<file path="src/rtl/ex_muldiv_unit.sv">
// Iterative RV32M multiply/divide unit for the EX stage: forwarded operand capture,
// XLEN-cycle shift-add multiply / restoring divide, pipeline stall and result strobe.
module ex_muldiv_unit #(
  parameter int XLEN = 32
) (
  input  logic            clk,
  input  logic            reset_n,
  input  logic [XLEN-1:0] rs1_data,
  input  logic [XLEN-1:0] rs2_data,
  input  logic [XLEN-1:0] alu_result_mem,
  input  logic [XLEN-1:0] writeback_data_wb,
  input  logic [1:0]      ForwardA,
  input  logic [1:0]      ForwardB,
  input  logic            md_valid,
  input  logic [2:0]      md_funct3,
  input  logic            flush,
  output logic            md_stall,
  output logic            md_done,
  output logic [XLEN-1:0] md_result
);

  localparam int CW = $clog2(XLEN);
  localparam logic [CW-1:0] LAST_ITER = CW'(XLEN - 1);

  typedef enum logic [1:0] {
    S_IDLE,
    S_BUSY,
    S_DONE
  } state_t;

  state_t          state_q, state_d;
  logic [CW-1:0]   cnt_q;
  logic [XLEN-1:0] acc_hi_q, acc_lo_q, b_q, result_q;
  logic [2:0]      f3_q;
  logic            neg_a_q, neg_b_q, b_zero_q;

  logic [XLEN-1:0]   op_a, op_b, mag_a, mag_b, final_value;
  logic              a_signed, b_signed, neg_a, neg_b, start;
  logic [XLEN:0]     add_sum, rem_shift, trial;
  logic [2*XLEN-1:0] prod, prod_s;
  logic [XLEN-1:0]   quo_s, rem_s;

  // NOTE: every combinational output gets a default first so no path can infer a latch.
  always_comb begin
    op_a = rs1_data;
    op_b = rs2_data;
    case (ForwardA)
      2'b10:   op_a = alu_result_mem;
      2'b01:   op_a = writeback_data_wb;
      default: op_a = rs1_data;
    endcase
    case (ForwardB)
      2'b10:   op_b = alu_result_mem;
      2'b01:   op_b = writeback_data_wb;
      default: op_b = rs2_data;
    endcase
  end

  // Signed operands are reduced to magnitudes; the sign is reapplied once at DONE.
  assign a_signed = (md_funct3 == 3'b001) || (md_funct3 == 3'b010) ||
                    (md_funct3 == 3'b100) || (md_funct3 == 3'b110);
  assign b_signed = (md_funct3 == 3'b001) || (md_funct3 == 3'b100) ||
                    (md_funct3 == 3'b110);
  assign neg_a    = a_signed & op_a[XLEN-1];
  assign neg_b    = b_signed & op_b[XLEN-1];
  assign mag_a    = neg_a ? -op_a : op_a;
  assign mag_b    = neg_b ? -op_b : op_b;
  assign start    = (state_q == S_IDLE) & md_valid & ~flush;

  // Multiply: {acc_hi, acc_lo} shifts right, multiplier consumed from acc_lo[0].
  // Divide: acc_hi is the partial remainder, acc_lo shifts dividend out / quotient in.
  assign add_sum   = {1'b0, acc_hi_q} + (acc_lo_q[0] ? {1'b0, b_q} : '0);
  assign rem_shift = {acc_hi_q, acc_lo_q[XLEN-1]};
  assign trial     = rem_shift - {1'b0, b_q};

  assign prod   = {acc_hi_q, acc_lo_q};
  assign prod_s = (neg_a_q ^ neg_b_q) ? -prod : prod;
  assign quo_s  = b_zero_q ? '1 : ((neg_a_q ^ neg_b_q) ? -acc_lo_q : acc_lo_q);
  assign rem_s  = neg_a_q ? -acc_hi_q : acc_hi_q;

  always_comb begin
    final_value = rem_s;
    case (f3_q)
      3'b000:                 final_value = prod_s[XLEN-1:0];
      3'b001, 3'b010, 3'b011: final_value = prod_s[2*XLEN-1:XLEN];
      3'b100, 3'b101:         final_value = quo_s;
      default:                final_value = rem_s;
    endcase
  end

  always_comb begin
    state_d = state_q;
    case (state_q)
      S_IDLE:  if (start) state_d = S_BUSY;
      S_BUSY: begin
        if (flush)                   state_d = S_IDLE;
        else if (cnt_q == LAST_ITER) state_d = S_DONE;
      end
      S_DONE:  state_d = S_IDLE;
      default: state_d = S_IDLE;
    endcase
  end

  assign md_stall  = reset_n & (start | ((state_q == S_BUSY) & ~flush));
  assign md_done   = (state_q == S_DONE) & ~flush;
  assign md_result = md_done ? final_value : result_q;

  // NOTE: sequential state uses non-blocking assignments only, so every register
  // samples pre-edge values regardless of statement order.
  always_ff @(posedge clk or negedge reset_n) begin
    if (!reset_n) begin
      state_q  <= S_IDLE;
      cnt_q    <= '0;
      acc_hi_q <= '0;
      acc_lo_q <= '0;
      b_q      <= '0;
      f3_q     <= '0;
      neg_a_q  <= 1'b0;
      neg_b_q  <= 1'b0;
      b_zero_q <= 1'b0;
      result_q <= '0;
    end else begin
      state_q <= state_d;
      case (state_q)
        S_IDLE: begin
          if (start) begin
            acc_hi_q <= '0;
            acc_lo_q <= mag_a;
            b_q      <= mag_b;
            f3_q     <= md_funct3;
            neg_a_q  <= neg_a;
            neg_b_q  <= neg_b;
            b_zero_q <= (op_b == '0);
            cnt_q    <= '0;
          end
        end
        S_BUSY: begin
          if (!flush) begin
            cnt_q <= cnt_q + CW'(1);
            if (!f3_q[2]) begin
              acc_hi_q <= add_sum[XLEN:1];
              acc_lo_q <= {add_sum[0], acc_lo_q[XLEN-1:1]};
            end else if (!trial[XLEN]) begin
              acc_hi_q <= trial[XLEN-1:0];
              acc_lo_q <= {acc_lo_q[XLEN-2:0], 1'b1};
            end else begin
              acc_hi_q <= rem_shift[XLEN-1:0];
              acc_lo_q <= {acc_lo_q[XLEN-2:0], 1'b0};
            end
          end
        end
        S_DONE: begin
          if (!flush) result_q <= final_value;
        end
        default: ;
      endcase
    end
  end

endmodule

</file>
<file path="config.mk">
export PLATFORM = sky130hd
export DESIGN_NAME = ex_muldiv_unit
export DESIGN_NICKNAME = d
export VERILOG_FILES = /design/src/rtl/ex_muldiv_unit.sv
export SDC_FILE = /design/constraint.sdc
export NUM_CORES = 1
export LEC_CHECK = 0
export CORE_MARGIN = 2
export CORE_UTILIZATION = 50
export CTS_CLUSTER_DIAMETER = 100
export DETAILED_ROUTE_END_ITERATION = 6
export DONT_BUFFER_PORTS = 1
export PLACE_DENSITY = 0.68
export SLEW_MARGIN = 40
export SYNTH_ARGS = -nofsm -noshare
export SYNTH_HDL_FRONTEND = slang
export SYNTH_SLANG_ARGS = --single-unit
export TNS_END_PERCENT = 10
</file>
<file path="constraint.sdc">
create_clock -name clk -period 3.5 [get_ports clk]
set_clock_uncertainty 0.1 [all_clocks]
set_input_delay 0.7 -clock clk [delete_from_list [all_inputs] [get_ports clk]]
set_output_delay 0.7 -clock clk [all_outputs]
set_load 0.01 [all_outputs]
</file>
======== After elaboration in Yosys (flattened, before gate mapping) ========
Index checks and enable logic that the tools add are counted.
cells by class
  multiplexer cells ....................... 28
  bitwise operators ....................... 10
  equality and inequality tests ........... 19
  reduce and logical (&&, ||, !) cells .... 15
  add/sub/neg operators ................... 8
operators with widths
  operator                                                          number
  32-bit 2-to-1 mux                                                 14
  32-bit one-hot mux with 2 select lines                            4
  32-bit negator                                                    4
  32-bit one-hot mux with 3 select lines                            1
  64-bit 2-to-1 mux                                                 1
  64-bit negator                                                    1
  32-bit by 32-bit adder with 33-bit output                         1
  33-bit by 32-bit subtractor with 33-bit output                    1
  32-bit logical NOT                                                1
  3-bit == test (second input constant)                             4
  5-bit 2-to-1 mux                                                  2
  5-bit one-hot mux with 2 select lines                             1
  3-bit by 2-bit == test with 1-bit output (second input constant)  3
  1-bit AND                                                         7
  2-bit by 1-bit == test with 1-bit output (second input constant)  3
  2-bit == test (second input constant)                             3
  3-bit by 1-bit == test with 1-bit output (second input constant)  2
  2-bit 2-to-1 mux                                                  3
  2-bit AND reduction                                               3
  5-bit by 1-bit adder with 5-bit output (second input constant)    1
  5-bit == test (second input constant)                             1
  1-bit logical OR                                                  5
  2-bit != test (second input constant)                             2
  2-bit one-hot mux with 2 select lines                             1
  11 further kinds                                                  11
storage, ports and cells
  output and inout port bits .............. 34
  register bits after elaboration ......... 141
  logic and storage cells ................. 90
  bits of input ports ..................... 139

======== Logic depth before layout (Yosys ltp) ========
Gate-level depths: netlist (run 1).
  depth after elaboration ................. 8
  mapped depth ............................ 16
  mapped depth without buffers ............ 14

======== Worst setup path after synthesis (run 1) ========
Ideal clock, no wire load.
  path kind ............................... in2reg
  from .................................... input ForwardA[0]
  to ...................................... register acc_lo_q[26]
  arrival time ............................ 3.621 ns
  stages .................................. 16
  setup time .............................. 0.083 ns
  slack ................................... -0.303 ns
  path buffers ............................ 2
  cell sequence ........................... inv_1 > ha_1 > buf_2 > clkbuf_1 > a221oi_1 > or2_2 > ha_1 > inv_1 > or3_1 > nor2b_1 > and2_1 > nor3b_1 > and3_1 > a31oi_1 > xor2_1 > o21ai_0
on the way
  cells in the longest elaborated chain, start to end .. 6
ends and longest elaborated chain
  what                                                                              RTL line  text
  start: declaration                                                                12        input logic [1:0] ForwardA,
  2-bit by 1-bit == test with 1-bit output / 2-bit == test (equally long branches)  47        case (ForwardA)
  32-bit one-hot mux with 2 select lines (*)                                        47
  32-bit negator / 1-bit AND (equally long branches)                                66, 64
  32-bit 2-to-1 mux (*)                                                             66        assign mag_a = neg_a ? -op_a : op_a;
  32-bit 2-to-1 mux (*)                                                             126       if (start) begin
  32-bit one-hot mux with 2 select lines (*)                                        124       case (state_q)
  end signal: assignment                                                            128       acc_lo_q <= mag_a;
  end signal: assignment                                                            142       acc_lo_q <= {add_sum[0], acc_lo_q[XLEN-1:1]};
  end signal: assignment                                                            145       acc_lo_q <= {acc_lo_q[XLEN-2:0], 1'b1};
  end: declaration                                                                  33        logic [XLEN-1:0] acc_hi_q, acc_lo_q, b_q, result_q;
Every way passes the cells marked *; elsewhere a longest branch is shown, timed or not. The select of a mux whose other input is x is not followed.
A chain may end at the register's enable or synchronous reset.

======== Worst setup path after layout (run 1) ========
  from .................................... register acc_hi_q[15]
  to ...................................... output md_result[31]
on the way
  cells in the longest elaborated chain, start to end .. 4
ends and longest elaborated chain
  what                                                           RTL line  text
  start: declaration                                             33
  start signal: assignment                                       141       acc_hi_q <= add_sum[XLEN:1];
  start signal: assignment                                       144       acc_hi_q <= trial[XLEN-1:0];
  start signal: assignment                                       147       acc_hi_q <= rem_shift[XLEN-1:0];
  64-bit negator / 32-bit negator (equally long branches)        77, 79
  64-bit 2-to-1 mux / 32-bit 2-to-1 mux (equally long branches)  77, 79
  32-bit one-hot mux with 3 select lines (*)                     83        case (f3_q)
  32-bit 2-to-1 mux (*)                                          106       assign md_result = md_done ? final_value : result_q;
  end: declaration                                               19        output logic [XLEN-1:0] md_result
Every way passes the cells marked *; elsewhere a longest branch is shown, timed or not.

==> impl_metrics.yaml, run 1 <==
worst_setup_path:
  ff2ff_setup_slack_ns: -0.29
  setup.worst_path.end_class: "primary output"
  critical_path_peak_fanout: 5
  timing.rr.end: "acc_hi_q[31]"
  worstSetupStartpointType: "flip-flop"
  path_class: "reg2out"
  rr_startpoint: "acc_lo_q[0]"
  timing.critical_path.arrival_ns: 3.37
  crit_required_ns: 2.70
  rr_worst_depth: 17
min_path:
  hp-class: "in2async"
sta:
  finalSetupViolations: 34
  worst_slew_margin_rel: 0.442
  minimum_clock_period_after_layout_ns: 4.17
  grt_setup_unrepaired: "true"
  worst_hold_slack_ns: -0.158
  tightestPinTransition_ns: 0.828
  fin_ws_ns: -0.666
  report.final.hold_viol_count: 141
  achievable-frequency_mhz: 240
  final_min_period_over_clock_period: 1.19
  timing.final.max_slew_violations: 0
clock_tree:
  worstSkewPairLatency_ns: 0.45
  htree_levels: 4
  tritoncts.num_buffers: 17
  cts_buffer_depth: 2
  path_clk_slew_ns: 0.07
  cts.root.buffer_cell: "sky130_fd_sc_hd__clkbuf_16"
  tritoncts_clock_tree: "yes"
  cts_num_sinks: 141
job:
  max_cap_violations: 0
cells_and_area:
  final_layout_size_suffix_gt1_frac: 0.227
  final_nets: 2387
  filler_cell_count: 2608
  synthToLayoutAreaGrowth_pct: 25.9
  finalCoreUtilization: 0.642
pwr:
  p_leak_nw: 8.24
  ir_worst_vdd_mv: 0.513
  power_density_nw_per_um2: 867
place:
  place_congestion: 1.00
  io_buffer_count: 0
  detailedPlacementHpwl_um: 45400
synth:
  synth_seq_area_share: 0.240
  yosys_warnings: 0
  yosys.area_share.adder: 0.0656
  number_of_flip_flops_and_latches_in_the_synthesized_netlist: 141
  synth_edf_count: 0
  synth-async-reset-ratio: 1.00
  ys_types: 75
  syn_area_per_cell_um2: 7.50
  synth_top_family_by_area: "compound AO/OA/AOI/OAI gates"
  synthesis.area_um2: 14700
  syn-instance-count: 1962
  synth.mux.area_fraction: 0.0383
  post_synthesis_xor_xnor_area_fraction: 0.116
  synth_simple_gate_area_share: 0.183
  compound_cell_area_share_of_the_yosys_netlist: 0.304
  ys.flop_type: "sky130_fd_sc_hd__dfrtp_1"
  synth_nets: 2177
global_route:
  grt_max_degree: 143
  first_global_vias: 15900
  grtUsageTotal: 0.372
  antenna_found_initial: 3
  first_pass_grt_wire_length_um: 89100
  globalRoute.totalOverflow: 0
floorplanning:
  die_width_um: 176
  initial_utilization: 0.510
  floorplan.die_area_um2: 30800
  die_h_um: 176
  design.core.area_um2: 28900
  ios: 173
  rows: 62
route:
  ant_nets: 0
  dr.first_iter.drc_count: 1579
  via_count: 16200
  route.final.wire_length_um: 58100
  number_of_detailed_routing_iterations_run_before_antenna_repair: 5
  drcViolationCount: 0
  via_per_inst: 6.30
  wire_per_inst_um: 22.6
status:
  violations: "negative hold slack, negative setup slack"
  result_of_the_run: "finished, violations left"
-- where the power goes --
part	internal [W]	switching [W]	total, W
Sequential	0.00204	0.000533	0.00257
Clock	0.00114	0.000839	0.00198
Combinational	0.00507	0.00646	0.0115
-- cells in the mapped netlist, drive strengths merged, types with 36 or more instances --
library cell / number / share of area
dfrtp: 141 / 0.24
nand2: 238 / 0.061
a22oi: 36 / 0.018
clkbuf: 109 / 0.028
xor2: 92 / 0.055
a221o: 49 / 0.033
mux2i: 54 / 0.037
nand3: 36 / 0.012
ha: 74 / 0.063
o21ai: 285 / 0.097
inv: 65 / 0.017
a21oi: 137 / 0.047
nor2: 134 / 0.034
xnor2: 103 / 0.061
-- sequential cells by signal, summed over array words and instances (netlist names) --
register and cells:
acc_hi_q 32, acc_lo_q 32, b_q 32, b_zero_q 1, cnt_q 5, f3_q 3, neg_a_q 1, neg_b_q 1
result_q 32, state_q 2
-- routing by layer --
layer	global-route usage	up-vias	routed length (µm)
li1	-	7582	-
met1	0.464	7691	23300
met2	0.602	771	26700
met3	0.0758	154	4740
met4	0.206	2	3350
met5	0	-	12
-- cells in the final DEF (no fill, tap or decap), types with 11 or more instances in the layout --
cell                        netlist  final
sky130_fd_sc_hd__o21a_1          12     12
sky130_fd_sc_hd__xor2_1          92     90
sky130_fd_sc_hd__buf_4            1    307
sky130_fd_sc_hd__a21o_1          22     22
sky130_fd_sc_hd__a21oi_1        137    123
sky130_fd_sc_hd__o221ai_1        12     11
sky130_fd_sc_hd__o211ai_1        18     18
sky130_fd_sc_hd__o21ai_0        276    228
sky130_fd_sc_hd__dfrtp_1        141    137
sky130_fd_sc_hd__a22oi_1         36     34
sky130_fd_sc_hd__and2_1          15     14
sky130_fd_sc_hd__mux2i_1         54     52
sky130_fd_sc_hd__nand3_1         36     33
sky130_fd_sc_hd__nand2b_1        18     17
sky130_fd_sc_hd__nor2_1         134    128
sky130_fd_sc_hd__and3_1          13     12
sky130_fd_sc_hd__a31oi_1         19     18
sky130_fd_sc_hd__nand2_1        238    233
sky130_fd_sc_hd__ha_1            74     73
sky130_fd_sc_hd__o21ai_2          0     23
sky130_fd_sc_hd__a221o_1         49     49
sky130_fd_sc_hd__clkbuf_16        0     17
sky130_fd_sc_hd__buf_6            1     11
sky130_fd_sc_hd__nor2b_1         26     23
sky130_fd_sc_hd__nor3_1          32     28
sky130_fd_sc_hd__inv_1           64     61
sky130_fd_sc_hd__o31ai_1         18     12
sky130_fd_sc_hd__xnor2_1        103    100
sky130_fd_sc_hd__a21oi_2          0     13
sky130_fd_sc_hd__nand4_1         17     17
sky130_fd_sc_hd__o21ai_1          9     33
sky130_fd_sc_hd__or3_1           15     13
-- critical path, cell delays in order (launching register included) --
cell and delay [ns]:
sky130_fd_sc_hd__dfrtp_1 0.38, sky130_fd_sc_hd__or4_4 0.58, sky130_fd_sc_hd__or2_4 0.27, sky130_fd_sc_hd__nor3_2 0.13, sky130_fd_sc_hd__nand3_1 0.13, sky130_fd_sc_hd__buf_4 0.20
sky130_fd_sc_hd__nor3_1 0.44, sky130_fd_sc_hd__a21oi_4 0.12, sky130_fd_sc_hd__xnor2_2 0.17, sky130_fd_sc_hd__nor2_1 0.09, sky130_fd_sc_hd__o32a_1 0.40
-- kinds of logic (layout without fill, tap and decap cells) --
kind of cell	Yosys count	after routing
XOR/XNOR	195	195
other	0	3
buffers and inverters	203	426
AO/OA/AOI/OAI	708	708
flip-flops	141	141
AND/OR/NAND/NOR	583	583
multiplexers	56	56
adder cells (fa/ha/maj)	76	76
-- through the flow --
step | setup WS, ns | cell area [µm²] | setup TNS [ns] | total power [W] | cells
CTS | -0.662 | 18200 | -12.56 | 0.0155 | 2562
global route | -0.797 | 18500 | -19.67 | 0.0171 | 2572
global placement | -0.466 | 17200 | -10.56 | 0.0131 | 2526
floorplan | -0.126 | 14800 | -0.848 | 0.00913 | 1962
detailed placement | -0.493 | 17200 | -13.61 | 0.0132 | 2527
finish | -0.666 | 18500 | -15.44 | 0.0161 | 2572
-- final cells by class --
type / instances / area, µm² / share of cell area
inverters: 66 / 250 / 0.0135
flip-flops and latches: 141 / 3530 / 0.191
multi-input cells: 1618 / 11000 / 0.595
repair buffers: 328 / 2610 / 0.141
clock buffers: 18 / 429 / 0.0232
diodes: 3 / 7.51 / 0.000405
well taps: 384 / 480 / 0.0259
clock inverters: 14 / 181 / 0.00979
-- how the worst max path moves through the flow --
stage	from	to	slack (ns)	depth (start not counted)
2_1_floorplan	acc_hi_q[7]	md_result[30]	-0.13	11
3_3_place_gp	acc_lo_q[0]	acc_hi_q[31]	-0.47	17
3_5_place_dp	acc_lo_q[0]	acc_hi_q[31]	-0.49	17
4_1_cts	acc_hi_q[7]	md_result[30]	-0.66	10
5_1_grt	acc_hi_q[6]	md_result[30]	-0.80	10
6_report	acc_hi_q[15]	md_result[31]	-0.67	10
-- what timing repair did --
item	4_1_cts	5_1_grt
setup endpoints to repair	65	68
gates resized for setup	108	70
setup buffers	3	7
hold endpoints to repair	141	141
pin swaps	28	33
No activity file was read; power rests on OpenSTA's default activity.
==> inputs of run 2 (changes only) <==
--- a/config.mk
+++ b/config.mk
@@ -5,6 +5,7 @@
 export SDC_FILE = /design/constraint.sdc
 export NUM_CORES = 1
 export LEC_CHECK = 0
+export CAP_MARGIN = 20
 export CORE_MARGIN = 2
 export CORE_UTILIZATION = 50
 export CTS_CLUSTER_DIAMETER = 100
==> results of run 2 <==
No change in the layout: final DEF, timing and power equal those of run 1.
